[src/rtl/avalon_mm_timeout_guard_if.sv]
// Avalon-MM request/response bundle shared by master and slave sides.
// The master drives the request; the slave returns data and stalls.
interface avalon_mm_timeout_guard_if #(
    parameter int ADDR_WIDTH       = 32,
    parameter int DATA_WIDTH       = 32,
    parameter int BYTEENABLE_WIDTH = DATA_WIDTH / 8
);
    logic [ADDR_WIDTH-1:0]       address;
    logic [BYTEENABLE_WIDTH-1:0] byteenable;
    logic                        read;
    logic                        write;
    logic [DATA_WIDTH-1:0]       writedata;
    logic [DATA_WIDTH-1:0]       readdata;
    logic [1:0]                  response;
    logic                        waitrequest;

    modport master (
        output address, byteenable, read, write, writedata,
        input  readdata, response, waitrequest
    );

    modport slave (
        input  address, byteenable, read, write, writedata,
        output readdata, response, waitrequest
    );
endinterface

[src/rtl/avalon_mm_timeout_guard.sv]
// Avalon-MM watchdog: passes transfers through and aborts any transfer
// stalled by waitrequest for TIMEOUT_CYCLES with an error response.
module avalon_mm_timeout_guard #(
    parameter int         ADDR_WIDTH       = 32,
    parameter int         DATA_WIDTH       = 32,
    parameter int         BYTEENABLE_WIDTH = DATA_WIDTH / 8,
    parameter int         TIMEOUT_CYCLES   = 1024,
    parameter int         CNT_WIDTH        = 16,
    parameter logic [1:0] ERR_RESPONSE     = 2'b11
) (
    input  logic                       clk,
    input  logic                       rst_n,
    avalon_mm_timeout_guard_if.slave   avalon_mm_in,
    avalon_mm_timeout_guard_if.master  avalon_mm_out,
    output logic                       timeout_pulse,
    output logic [CNT_WIDTH-1:0]       timeout_count
);

    typedef enum logic [0:0] {
        PASS  = 1'b0,
        ABORT = 1'b1
    } state_t;

    // A zero timeout turns the guard into a plain wire-through.
    localparam bit ENABLE = (TIMEOUT_CYCLES > 0);
    localparam logic [CNT_WIDTH-1:0] LIMIT =
        ENABLE ? CNT_WIDTH'(TIMEOUT_CYCLES - 1) : '0;
    localparam logic [CNT_WIDTH-1:0] ONE = CNT_WIDTH'(1);

    state_t                      r_state;
    state_t                      w_next;
    logic [CNT_WIDTH-1:0]        r_stall_cnt;
    logic [CNT_WIDTH-1:0]        w_stall_nxt;
    logic [CNT_WIDTH-1:0]        r_count;
    logic                        r_pulse;
    logic                        w_req;
    logic                        w_abort;
    logic [ADDR_WIDTH-1:0]       w_addr;
    logic [BYTEENABLE_WIDTH-1:0] w_be;

    assign w_req  = avalon_mm_in.read | avalon_mm_in.write;
    assign w_addr = avalon_mm_in.address;
    assign w_be   = avalon_mm_in.byteenable;

    assign timeout_pulse = r_pulse;
    assign timeout_count = r_count;

    // Next state, stall counting and the pass-through / abort datapath.
    always_comb begin
        w_next      = r_state;
        w_abort     = 1'b0;
        w_stall_nxt = '0;

        avalon_mm_out.address    = w_addr;
        avalon_mm_out.byteenable = w_be;
        avalon_mm_out.read       = avalon_mm_in.read;
        avalon_mm_out.write      = avalon_mm_in.write;
        avalon_mm_out.writedata  = avalon_mm_in.writedata;
        avalon_mm_in.readdata    = avalon_mm_out.readdata;
        avalon_mm_in.response    = avalon_mm_out.response;
        avalon_mm_in.waitrequest = avalon_mm_out.waitrequest;

        unique case (r_state)
            PASS: begin
                if (w_req && avalon_mm_out.waitrequest) begin
                    if (ENABLE && r_stall_cnt == LIMIT) begin
                        w_abort = 1'b1;
                        w_next  = ABORT;
                    end else if (ENABLE) begin
                        w_stall_nxt = r_stall_cnt + ONE;
                    end
                end
            end
            ABORT: begin
                w_next                   = PASS;
                avalon_mm_out.read       = 1'b0;
                avalon_mm_out.write      = 1'b0;
                avalon_mm_in.waitrequest = 1'b0;
                avalon_mm_in.response    = ERR_RESPONSE;
                avalon_mm_in.readdata    = {DATA_WIDTH{1'b0}};
            end
            default: begin
                w_next = PASS;
            end
        endcase

        // Hold the fabric quiet and the master stalled while in reset.
        if (!rst_n) begin
            avalon_mm_out.read       = 1'b0;
            avalon_mm_out.write      = 1'b0;
            avalon_mm_in.waitrequest = 1'b1;
        end
    end

    // State, stall counter, abort strobe and saturating abort counter.
    always_ff @(posedge clk or negedge rst_n) begin
        if (!rst_n) begin
            r_state     <= PASS;
            r_stall_cnt <= '0;
            r_pulse     <= 1'b0;
            r_count     <= '0;
        end else begin
            r_state     <= w_next;
            r_stall_cnt <= w_stall_nxt;
            r_pulse     <= w_abort;
            if (w_abort && r_count != '1) begin
                r_count <= r_count + ONE;
            end
        end
    end

endmodule

[src/flat_wrapper.sv]
// flat-port wrapper written by rule: the top's interface ports become plain ports
module avalon_mm_timeout_guard_flat 
#(
    parameter int         ADDR_WIDTH       = 32,
    parameter int         DATA_WIDTH       = 32,
    parameter int         BYTEENABLE_WIDTH = DATA_WIDTH / 8,
    parameter int         TIMEOUT_CYCLES   = 1024,
    parameter int         CNT_WIDTH        = 16,
    parameter logic [1:0] ERR_RESPONSE     = 2'b11
)
  (clk, rst_n, timeout_pulse, timeout_count, avalon_mm_in_address, avalon_mm_in_byteenable, avalon_mm_in_read, avalon_mm_in_write, avalon_mm_in_writedata, avalon_mm_in_readdata, avalon_mm_in_response, avalon_mm_in_waitrequest, avalon_mm_out_address, avalon_mm_out_byteenable, avalon_mm_out_read, avalon_mm_out_write, avalon_mm_out_writedata, avalon_mm_out_readdata, avalon_mm_out_response, avalon_mm_out_waitrequest);
  avalon_mm_timeout_guard_if #(.ADDR_WIDTH(ADDR_WIDTH), .DATA_WIDTH(DATA_WIDTH), .BYTEENABLE_WIDTH(BYTEENABLE_WIDTH)) avalon_mm_in_i ();
  avalon_mm_timeout_guard_if #(.ADDR_WIDTH(ADDR_WIDTH), .DATA_WIDTH(DATA_WIDTH), .BYTEENABLE_WIDTH(BYTEENABLE_WIDTH)) avalon_mm_out_i ();
  input  logic clk;
  input  logic rst_n;
  output logic timeout_pulse;
  output logic [CNT_WIDTH-1:0] timeout_count;
  input wire logic [$bits(avalon_mm_in_i.address)-1:0] avalon_mm_in_address;
  input wire logic [$bits(avalon_mm_in_i.byteenable)-1:0] avalon_mm_in_byteenable;
  input wire logic [$bits(avalon_mm_in_i.read)-1:0] avalon_mm_in_read;
  input wire logic [$bits(avalon_mm_in_i.write)-1:0] avalon_mm_in_write;
  input wire logic [$bits(avalon_mm_in_i.writedata)-1:0] avalon_mm_in_writedata;
  output wire logic [$bits(avalon_mm_in_i.readdata)-1:0] avalon_mm_in_readdata;
  output wire logic [$bits(avalon_mm_in_i.response)-1:0] avalon_mm_in_response;
  output wire logic [$bits(avalon_mm_in_i.waitrequest)-1:0] avalon_mm_in_waitrequest;
  output wire logic [$bits(avalon_mm_out_i.address)-1:0] avalon_mm_out_address;
  output wire logic [$bits(avalon_mm_out_i.byteenable)-1:0] avalon_mm_out_byteenable;
  output wire logic [$bits(avalon_mm_out_i.read)-1:0] avalon_mm_out_read;
  output wire logic [$bits(avalon_mm_out_i.write)-1:0] avalon_mm_out_write;
  output wire logic [$bits(avalon_mm_out_i.writedata)-1:0] avalon_mm_out_writedata;
  input wire logic [$bits(avalon_mm_out_i.readdata)-1:0] avalon_mm_out_readdata;
  input wire logic [$bits(avalon_mm_out_i.response)-1:0] avalon_mm_out_response;
  input wire logic [$bits(avalon_mm_out_i.waitrequest)-1:0] avalon_mm_out_waitrequest;
  assign avalon_mm_in_i.address = avalon_mm_in_address;
  assign avalon_mm_in_i.byteenable = avalon_mm_in_byteenable;
  assign avalon_mm_in_i.read = avalon_mm_in_read;
  assign avalon_mm_in_i.write = avalon_mm_in_write;
  assign avalon_mm_in_i.writedata = avalon_mm_in_writedata;
  assign avalon_mm_in_readdata = avalon_mm_in_i.readdata;
  assign avalon_mm_in_response = avalon_mm_in_i.response;
  assign avalon_mm_in_waitrequest = avalon_mm_in_i.waitrequest;
  assign avalon_mm_out_address = avalon_mm_out_i.address;
  assign avalon_mm_out_byteenable = avalon_mm_out_i.byteenable;
  assign avalon_mm_out_read = avalon_mm_out_i.read;
  assign avalon_mm_out_write = avalon_mm_out_i.write;
  assign avalon_mm_out_writedata = avalon_mm_out_i.writedata;
  assign avalon_mm_out_i.readdata = avalon_mm_out_readdata;
  assign avalon_mm_out_i.response = avalon_mm_out_response;
  assign avalon_mm_out_i.waitrequest = avalon_mm_out_waitrequest;
  avalon_mm_timeout_guard #(.ADDR_WIDTH(ADDR_WIDTH), .DATA_WIDTH(DATA_WIDTH), .BYTEENABLE_WIDTH(BYTEENABLE_WIDTH), .TIMEOUT_CYCLES(TIMEOUT_CYCLES), .CNT_WIDTH(CNT_WIDTH), .ERR_RESPONSE(ERR_RESPONSE)) u_core (.clk(clk), .rst_n(rst_n), .avalon_mm_in(avalon_mm_in_i), .avalon_mm_out(avalon_mm_out_i), .timeout_pulse(timeout_pulse), .timeout_count(timeout_count));
endmodule
[config.mk]
export PLATFORM = sky130hd
export DESIGN_NAME = avalon_mm_timeout_guard_flat
export DESIGN_NICKNAME = d
export VERILOG_FILES = /design/src/rtl/avalon_mm_timeout_guard_if.sv /design/src/rtl/avalon_mm_timeout_guard.sv /design/src/flat_wrapper.sv
export SDC_FILE = /design/constraint.sdc
export NUM_CORES = 1
export LEC_CHECK = 0
export BUFFER_PORTS_ARGS = -buffer_cell sky130_fd_sc_hd__buf_2
export CELL_PAD_IN_SITES_DETAIL_PLACEMENT = 0
export CELL_PAD_IN_SITES_GLOBAL_PLACEMENT = 1
export CORE_ASPECT_RATIO = 1.1
export CORE_MARGIN = 2
export CORE_UTILIZATION = 22
export DETAILED_ROUTE_END_ITERATION = 8
export GPL_ROUTABILITY_DRIVEN = 1
export GPL_TIMING_DRIVEN = 0
export PLACE_DENSITY_LB_ADDON = 0.3
export SLEW_MARGIN = 20
export SYNTH_ARGS = -nofsm -noshare
export SYNTH_HDL_FRONTEND = slang
export SYNTH_SLANG_ARGS = --single-unit
[constraint.sdc]
create_clock -name clk -period 2.1 [get_ports clk]
set_clock_uncertainty 0.15 [all_clocks]
set_input_delay 0.21 -clock clk [delete_from_list [all_inputs] [get_ports clk]]
set_output_delay 0.21 -clock clk [all_outputs]
set_load 0.02 [all_outputs]
==> run metrics <==
status=finished clean; synthesis-to-finish area growth=55.0%; FP Rows=39; GR peak layer=met2; largest net degree at the start of global routing=34; fmax=493 MHz; largest cells by area after synthesis=dfrtp_1 35%, buf_4 22%, nor2b_1 9.0%, xnor2_1 5.2%, nor2_1 4.8%; Worst-path clk slew=50 ps; Max Slew Vio Count=0; vias in the first global route=2062; TritonCTS clock tree=built; chip height=113 um; Syn Area/Cell=9.04 um2; All-Layer GR Usage=0.112; htree depth=2; Slew HR=0.685; Via Count=2314; DRC=0; Core Region=10400 um2; design area=3670 um2; ratio of final minimum period to clock period=0.967; GR Overflow Total=0; critical path peak fanout=5; Cell Chain, Critical Path=ha_2, and3_1, buf_6, nand4_4, nor3b_4, and3_4, mux2_2; commonest non-fill, non-tap cell in the layout=buf_2; Lkg Pwr=1.94 nW; share of the synthesized area in the top cell type=0.349; drt total wl=7.01 mm; Startpoint Class=register; Synth area leader=dfrtp_1; Hold Violations, Final=0; initial DRC count=49; TritonCTS buffer count=5; Synth cell types=34; PortBufs=160; root buf cell=clkbuf_16; delay-heaviest family, CP=simple AND/OR/NAND/NOR gates; nets@finish=547; Crit-path slowest cell=dfrtp_1; Final ANT Viol Nets=0; HPWL after DPL=5.69 mm; synthesized instance count=262; most frequent cells in the layout=160 x buf_2, 75 x buf_4, 34 x nor2b_1; initial core utilization=0.227; Clock Latency Late Sink=280 ps; PwrDens=537 nW/um2; routability cong.=0.765; M1 GR Usage=0.110; Slew @ Worst Pin=472 ps; Bufs on Longest Clock Path=2; Max VDD drop=0.000337 V; DRT Pass-1 Iters=4; first-pass GRT wire length=10.1 mm; Crit path largest cell delay=380 ps; Post-Syn Nets=371; Clock Sink Count=33; setup violators final=0; Hold Path Class=in -> reg; wire length per cell=12.0 um; Max Cap Viol=0; Die Area=11600 um2; synth warn=0; layout cells sized above 1=0.604; Crit. End Element=register; Worst Path Arrival=2040 ps; DP Area=3350 um2; vias per cell=3.97; WP buf/inv=1; sequential element share of the synthesized area=0.349; final cell utilization of the core=0.352; M2 GR Usage=0.215; Hold Worst Slack=254 ps; Worst Path Required=2110 ps; met3 usage=0.0346; Yosys reg bits=33; Post-Syn Area=2370 um2; min cycle time layout=2030 ps; I/O Pins=229; Worst Setup Path Type=reg -> reg; die width=103 um; fillcell total=1136; initial antenna violation count=1
[layout make-up]
class	count	area, um2	area share
Antenna cell	1	2.50	0.000681
Inverter	4	15.0	0.00409
Tap cell	143	179	0.0487
Sequential cell	33	831	0.226
Multi-Input combinational cell	151	1020	0.279
Clock inverter	1	30.0	0.00818
Clock buffer	7	143	0.0388
Timing Repair Buffer	170	903	0.246
Buffer	73	544	0.148
[report_power, final]
part | total (mW) | internal (mW) | switching [mW]
Sequential | 0.657 | 0.646 | 0.0111
Clock | 0.860 | 0.592 | 0.267
Combinational | 0.455 | 0.212 | 0.243
[routing by layer]
metal | vias up | wire, um
met3 | 7 | 716
li1 | 1126 | -
met4 | 0 | 117
met2 | 137 | 3880
met1 | 1044 | 2300
met5 | - | 0
[state kept, by name, indices dropped and copies added (netlist names)]
register              flops
u_core.timeout_pulse      1
u_core.timeout_count     16
u_core.r_stall_cnt       16
[repair_timing]
item / 4_1_cts / 5_1_grt
buffers inserted: 3 / 5
pin swaps: 1 / 3
endpoints found under the setup margin: 16 / 8
hold buffers: 2 / 0
gates resized for setup: 4 / 8
endpoints found under the hold margin: 33 / 0
[synth_stat cells (all sizes together)]
master,number
mux2,2
a31oi,1
buf,69
nor3,3
nand3,12
xnor2,14
nor2b,34
and3,5
nand2,11
nor2,30
and4,2
a21oi,2
nand4,8
a2111o,1
and4bb,1
xor2,12
or3,1
or2,3
a211oi,1
and3b,2
ha,2
nand2b,2
nor3b,1
nor4,1
clkbuf,5
inv,4
dfrtp,33
[logic make-up after synthesis]
group	count (synthesis)	synth area share
adders and majority gates	2	0.0106
DFF	33	0.349
muxes	2	0.00951
buffers and inverters	78	0.236
AOI/OAI and AO/OA	5	0.0201
and+or+nand+nor	116	0.279
xor gates and xnor gates	26	0.0961
[worst min-delay path: stages]
cell	delay, ps
buf_2	120
nand2b_4	70
nor2_1	80
and3_1	170
[final timing paths]
kind,start,endpoint,slack [ps],cells after the start
max reg2reg,u_core.r_stall_cnt[0],u_core.timeout_count[12],70,7
min reg2reg,u_core.timeout_count[0],u_core.timeout_count[0],350,1
min,avalon_mm_out_waitrequest,u_core.r_stall_cnt[1],250,4
max,u_core.r_stall_cnt[0],u_core.timeout_count[12],70,7
min in group asynchronous,rst_n,u_core.timeout_count[5],370,3
max in group asynchronous,rst_n,u_core.timeout_count[6],1230,3
[per-stage QoR]
stage | cells | power (mW) | worst slack (ps) | TNS, ps
after detailed placement | 565 | 1.12 | -130 | -370
after global routing | 583 | 2.06 | -19.7 | -42.6
after global placement | 565 | 1.12 | -107 | -347
final | 583 | 1.97 | 70.1 | 0
after CTS | 577 | 2.00 | -6.87 | -6.87
after floorplan | 262 | 0.961 | 17.5 | 0
Power figures use the tool's default switching activity.
